--- src/rtl/exm_join_pkg.sv ---
`default_nettype none
// ============================================================================
// Module      : exm_join_pkg
// Description : Shared lane-state encoding and default payload width for the
//               EXM-to-WB completion join.
// Revision    : 1.0
// ============================================================================
package exm_join_pkg;

    localparam logic [1:0] LS_IDLE = 2'b00;
    localparam logic [1:0] LS_WAIT = 2'b01;
    localparam logic [1:0] LS_HELD = 2'b10;

    // Matches the ES_TO_WS bus width carried into writeback.
    localparam int ES_TO_WS_BUS_WD = 102;

    typedef enum logic [1:0] {
        ST_IDLE = LS_IDLE,
        ST_WAIT = LS_WAIT,
        ST_HELD = LS_HELD
    } lane_state_e;

endpackage
`default_nettype wire

--- src/rtl/exm_join_lane.sv ---
`default_nettype none
// ============================================================================
// Module      : exm_join_lane
// Description : One lane of the completion join: tracks the lane's progress
//               and holds an early result until the whole bundle can leave.
// Revision    : 1.0
// ============================================================================
module exm_join_lane
    import exm_join_pkg::*;
#(
    parameter int BUS_WD = ES_TO_WS_BUS_WD
) (
    input  logic              clk,
    input  logic              rst,
    input  logic              i_flush,
    input  logic              i_fire,
    input  logic              i_valid,
    input  logic              i_done,
    input  logic [BUS_WD-1:0] i_bus,
    output logic              o_ok,
    output logic              o_held,
    output logic [BUS_WD-1:0] o_bus
);

    lane_state_e       r_state;
    lane_state_e       w_state_nxt;
    logic              w_capture;
    logic [BUS_WD-1:0] r_hold;

    always_comb begin
        w_state_nxt = r_state;
        w_capture   = 1'b0;
        if (i_fire) begin
            w_state_nxt = ST_IDLE;
        end else begin
            case (r_state)
                ST_IDLE: begin
                    if (i_valid && i_done) begin
                        w_state_nxt = ST_HELD;
                        w_capture   = 1'b1;
                    end else if (i_valid) begin
                        w_state_nxt = ST_WAIT;
                    end
                end
                ST_WAIT: begin
                    if (i_valid && i_done) begin
                        w_state_nxt = ST_HELD;
                        w_capture   = 1'b1;
                    end else if (!i_valid) begin
                        w_state_nxt = ST_IDLE;
                    end
                end
                ST_HELD: w_state_nxt = ST_HELD;
                default: w_state_nxt = ST_IDLE;
            endcase
        end
    end

    always_ff @(posedge clk) begin
        if (rst || i_flush) begin
            r_state <= ST_IDLE;
            r_hold  <= '0;
        end else begin
            r_state <= w_state_nxt;
            if (w_capture) begin
                r_hold <= i_bus;
            end
        end
    end

    // Once held, the lane no longer depends on the live done/payload inputs.
    assign o_held = (r_state == ST_HELD);
    assign o_ok   = ~i_valid | o_held | i_done;
    assign o_bus  = o_held ? r_hold : i_bus;

endmodule
`default_nettype wire

--- src/rtl/exm_lane_join.sv ---
`default_nettype none
// ============================================================================
// Module      : exm_lane_join
// Description : N-lane completion join between EXM and WB with a registered
//               output bundle, backpressure, flush and a join-stall counter.
// Revision    : 1.0
// ============================================================================
module exm_lane_join
    import exm_join_pkg::*;
#(
    parameter int LANES  = 2,
    parameter int BUS_WD = ES_TO_WS_BUS_WD,
    parameter int CNT_WD = 32
) (
    input  logic                    clk,
    input  logic                    reset,
    input  logic                    flush,
    input  logic [LANES-1:0]        in_valid,
    input  logic [LANES-1:0]        in_done,
    input  logic [LANES*BUS_WD-1:0] in_bus,
    input  logic                    ws_ready,
    output logic                    es_ready,
    output logic [LANES-1:0]        lane_ok,
    output logic                    out_valid,
    output logic [LANES-1:0]        out_lane_valid,
    output logic [LANES*BUS_WD-1:0] out_bus,
    output logic [CNT_WD-1:0]       stall_cnt
);

    logic [LANES-1:0]        w_held;
    logic [LANES*BUS_WD-1:0] w_sel_bus;
    logic                    w_any_valid;
    logic                    w_join;
    logic                    w_fire;
    logic                    w_stall;

    logic                    r_out_valid;
    logic [LANES-1:0]        r_out_lane_valid;
    logic [LANES*BUS_WD-1:0] r_out_bus;
    logic [CNT_WD-1:0]       r_stall_cnt;

    generate
        for (genvar gi = 0; gi < LANES; gi++) begin : g_lane
            exm_join_lane #(
                .BUS_WD (BUS_WD)
            ) u_lane (
                .clk     (clk),
                .rst     (reset),
                .i_flush (flush),
                .i_fire  (w_fire),
                .i_valid (in_valid[gi]),
                .i_done  (in_done[gi]),
                .i_bus   (in_bus[gi*BUS_WD +: BUS_WD]),
                .o_ok    (lane_ok[gi]),
                .o_held  (w_held[gi]),
                .o_bus   (w_sel_bus[gi*BUS_WD +: BUS_WD])
            );
        end
    endgenerate

    assign w_any_valid = |in_valid;
    assign w_join      = (&lane_ok) & w_any_valid;
    assign w_fire      = w_join & (~r_out_valid | ws_ready) & ~flush & ~reset;
    assign w_stall     = w_any_valid & ~w_fire & ~flush;
    assign es_ready    = w_fire | ~w_any_valid;

    always_ff @(posedge clk) begin
        if (reset || flush) begin
            r_out_valid      <= 1'b0;
            r_out_lane_valid <= '0;
            r_out_bus        <= '0;
        end else if (w_fire) begin
            r_out_valid      <= 1'b1;
            r_out_lane_valid <= in_valid;
            r_out_bus        <= w_sel_bus;
        end else if (ws_ready) begin
            r_out_valid      <= 1'b0;
        end
    end

    // Flush does not clear the counter; it only suppresses counting.
    always_ff @(posedge clk) begin
        if (reset) begin
            r_stall_cnt <= '0;
        end else if (w_stall && !(&r_stall_cnt)) begin
            r_stall_cnt <= r_stall_cnt + 1'b1;
        end
    end

    assign out_valid      = r_out_valid;
    assign out_lane_valid = r_out_lane_valid;
    assign out_bus        = r_out_bus;
    assign stall_cnt      = r_stall_cnt;

    logic w_unused;
    assign w_unused = ^w_held;

endmodule
`default_nettype wire

--- config.mk ---
export PLATFORM = sky130hd
export DESIGN_NAME = exm_lane_join
export DESIGN_NICKNAME = d
export VERILOG_FILES = /design/src/rtl/exm_join_pkg.sv /design/src/rtl/exm_join_lane.sv /design/src/rtl/exm_lane_join.sv
export SDC_FILE = /design/constraint.sdc
export NUM_CORES = 1
export LEC_CHECK = 0
export CORE_ASPECT_RATIO = 0.7
export CORE_MARGIN = 2
export CORE_UTILIZATION = 49
export CTS_BUF_LIST = sky130_fd_sc_hd__clkbuf_16
export DETAILED_ROUTE_END_ITERATION = 16
export GPL_TIMING_DRIVEN = 0
export PLACE_DENSITY = 0.8
export SLEW_MARGIN = 10
export SYNTH_ARGS = -nofsm -noshare
export SYNTH_HDL_FRONTEND = slang
export SYNTH_SLANG_ARGS = --single-unit
--- constraint.sdc ---
create_clock -name clk -period 2.4 [get_ports clk]
set_input_delay 0.48 -clock clk [delete_from_list [all_inputs] [get_ports clk]]
set_output_delay 0.48 -clock clk [all_outputs]
set_load 0.05 [all_outputs]
==> summary.txt <==
Clocking
  • Cts hold-fix bufs: 0
  • Register clock-pin slew on the reported worst setup and hold paths: 0.06 ns
  • Clock Tree Buf Depth: 3
  • CTS sink count: 447
  • # H-tree levels: 2
  • Clock latency on the worst-skew pair: 0.56 ns
  • CTS tree: done
  • Clock root cell: clkbuf_16
  • Num CTS Buffers: 43

GRT
  • Largest net degree at the start of global routing: 16
  • Vias in the first global route: 17000
  • Gr busiest metal: met2
  • Initial antenna violation count: 6
  • Tot GR Track Use: 0.306
  • M2 GR Usage: 0.489
  • GRT met1 Usage: 0.411
  • Global-route wire length before repair: 92400 µm
  • Met3 Use GR: 0.0550
  • Grt ovf: 0

Layout
  • Finished Cell Area: 24500 µm²
  • Share of layout cells above drive strength 1: 0.0646
  • Final #Nets: 2877
  • Area Growth Syn to Fin: 37.5%
  • Register Area: 8950 µm²
  • Most common cell after layout, fill and taps aside: nand2_1
  • Fin util: 0.683
  • Most frequent cells in the layout: 631 x nand2_1, 446 x dfxtp_1, 442 x clkdlybuf4s50_1
  • Multi-input logic area: 8080 µm²
  • Fill count: 2884

Timing
  • Final min period: 2.40 ns
  • FMAX: 417 MHz
  • Final Setup Violations: 0
  • Crit share post-route: 0.999
  • Max-slew headroom: 0.375
  • Slew @ Worst Pin: 0.938 ns
  • RSZ-0062 raised after global routing: yes
  • Slew Viols, Final: 0
  • Hold WS: 0.435 ns
  • Final hold vios: 0
  • Final Skew: 0.0143 ns

Place
  • Placed cell areas: 22900 µm²
  • Quantity of I/O buffers inserted on ports: 453
  • Global placement routability congestion: 0.910
  • HPWL after detailed placement: 44800 µm

Routing
  • Residual DRC: 0
  • WL/cell: 18.9 µm
  • WL final: 60300 µm
  • ANT nets after route: 0
  • DR pass1 iterations: 7
  • Via count: 17900
  • DR vias/cell: 5.63
  • Detailed router's first-iteration violation count: 1445

Worst setup path
  • Critical Path Start Type: flip-flop
  • Worst Path Arrival: 1.92 ns
  • Worst Path Required: 1.92 ns
  • Crit. End Element: primary output
  • Critical path peak fanout: 5
  • CP Class: reg -> out

Logic synthesis
  • FF+latch count, synth: 447
  • Async S/R FF share, synth: 0
  • Syn Inst Count: 2164
  • Syn_area_per_cell: 8.22 µm²
  • Yosys warns: 0
  • Ys flop type: dfxtp_1
  • Syn nets: 2377
  • EDFF count, synth: 0
  • Post-synthesis cell area: 17800 µm²
  • Unique masters post-synth: 43
  • Seq/Total Area, Yosys: 0.503

Floorplanning
  • Chip height: 163 µm
  • Total Die Area: 37900 µm²
  • Io pins: 454
  • Initial Util: 0.496
  • Die W: 232 µm
  • Core box area: 35800 µm²
  • Rows: 58

Power and ir drop
  • LEAKAGE: 9.16 nW
  • Pwr Density: 671 nW/µm²
  • Max IR drop VDD: 490 µV
  • Power Total: 0.0164 W

Worst hold path
  • Min-Delay Path Class: in -> reg

Outcome
  • Outcome: completed

Flow run
  • Max-Cap Viols: 0
synthesized netlist by cell type, types with 2 or more instances:
| cell | number | area share |
|---|---|---|
| and3_1 | 7 | 0.0025 |
| or3_1 | 12 | 0.0042 |
| nand3_1 | 10 | 0.0028 |
| nor3_1 | 8 | 0.0022 |
| nor4_1 | 3 | 0.0011 |
| nor2b_1 | 6 | 0.0021 |
| mux2i_1 | 102 | 0.057 |
| a31oi_1 | 2 | 0.00070 |
| dfxtp_1 | 447 | 0.50 |
| mux2_1 | 5 | 0.0032 |
| buf_4 | 13 | 0.0055 |
| nand2_1 | 631 | 0.13 |
| buf_2 | 56 | 0.016 |
| a21oi_1 | 235 | 0.066 |
| o21ai_0 | 14 | 0.0039 |
| clkbuf_1 | 116 | 0.024 |
| nor2_1 | 215 | 0.045 |
| and4_1 | 3 | 0.0015 |
| nand2b_1 | 4 | 0.0014 |
| nand4_1 | 10 | 0.0035 |
| inv_1 | 4 | 0.00084 |
| or4_1 | 15 | 0.0063 |
| o31ai_1 | 15 | 0.0063 |
| or2_2 | 2 | 0.00070 |
| o211ai_1 | 9 | 0.0038 |
| a311oi_1 | 102 | 0.050 |
| a211oi_1 | 102 | 0.043 |
critical path, cell delays in order, from the launching register on:
cell and delay [ns]:
dfxtp_1 0.29, nand2b_1 0.13, buf_2 0.15, and3b_2 0.25
inv_2 0.11, nand3_2 0.14, nand2_1 0.12, buf_6 0.17
per-stage QoR:
stage                     TNS, ns  instances  setup WS, ns
after floorplan                 0       2164       0.00142
after global placement    -310.54       3097         -1.07
after detailed placement  -320.19       3097         -1.09
after CTS                  -0.149       3171        -0.113
after global routing       -0.268       3179       -0.0900
final                           0       3182       0.00293
kinds of logic after synthesis:
kind of cell | Yosys count | share of synthesized area
simple gates | 934 | 0.211
buf+inv | 190 | 0.0472
flops | 447 | 0.503
compound gates | 485 | 0.178
mux | 107 | 0.0605
fa+ha+maj | 1 | 0.000703
report_power, final:
part	total (W)	switching (W)	leakage, nW	internal [W]
clock network	0.00668	0.00293	0.694	0.00375
logic	0.00206	0.00127	4.85	0.000790
registers	0.00768	0.0000938	3.62	0.00758
sequential cells by signal, indices dropped and copies added (netlist names):
signal and cells:
out_valid 1, out_lane_valid 2, out_bus 204, g_lane.u_lane.r_state 4, g_lane.u_lane.r_hold 204, stall_cnt 32
cell type report:
class | count | share of cell area
flip-flops and latches | 447 | 0.366
multi-input cells | 1527 | 0.330
repair buffers | 458 | 0.187
clock buffers | 44 | 0.0450
plain buffers | 183 | 0.0360
well taps | 480 | 0.0245
clock inverters | 31 | 0.0102
diodes | 8 | 0.000818
inverters | 4 | 0.000613
repair_timing:
action,in CTS,in global routing
gates resized for setup,38,41
setup endpoints to repair,352,334
endpoints found under the hold margin,0,0
pin swaps,2,1
buffers inserted,1,4
worst paths after layout:
kind / endpoint / from / cells past startpoint / slack [ns]
worst max-delay path: es_ready / g_lane[1].u_lane.r_state[0]$_SDFFE_PP0P_ / 7 / 0.003
worst min-delay path: out_lane_valid[0]$_SDFFE_PP0P_ / in_valid[0] / 3 / 0.43
worst max register to register: g_lane[1].u_lane.r_hold[23]$_SDFFE_PP0P_ / g_lane[0].u_lane.r_state[1]$_SDFFE_PP0P_ / 8 / 0.07
worst min register to register: g_lane[1].u_lane.r_hold[65]$_SDFFE_PP0P_ / g_lane[1].u_lane.r_hold[65]$_SDFFE_PP0P_ / 2 / 0.45
layer usage:
layer,part of all wire,wire (µm)
met1,0.43,26000
met2,0.46,27600
met3,0.072,4370
met4,0.038,2270
met5,0,0
(Power assumes the default switching activity.)
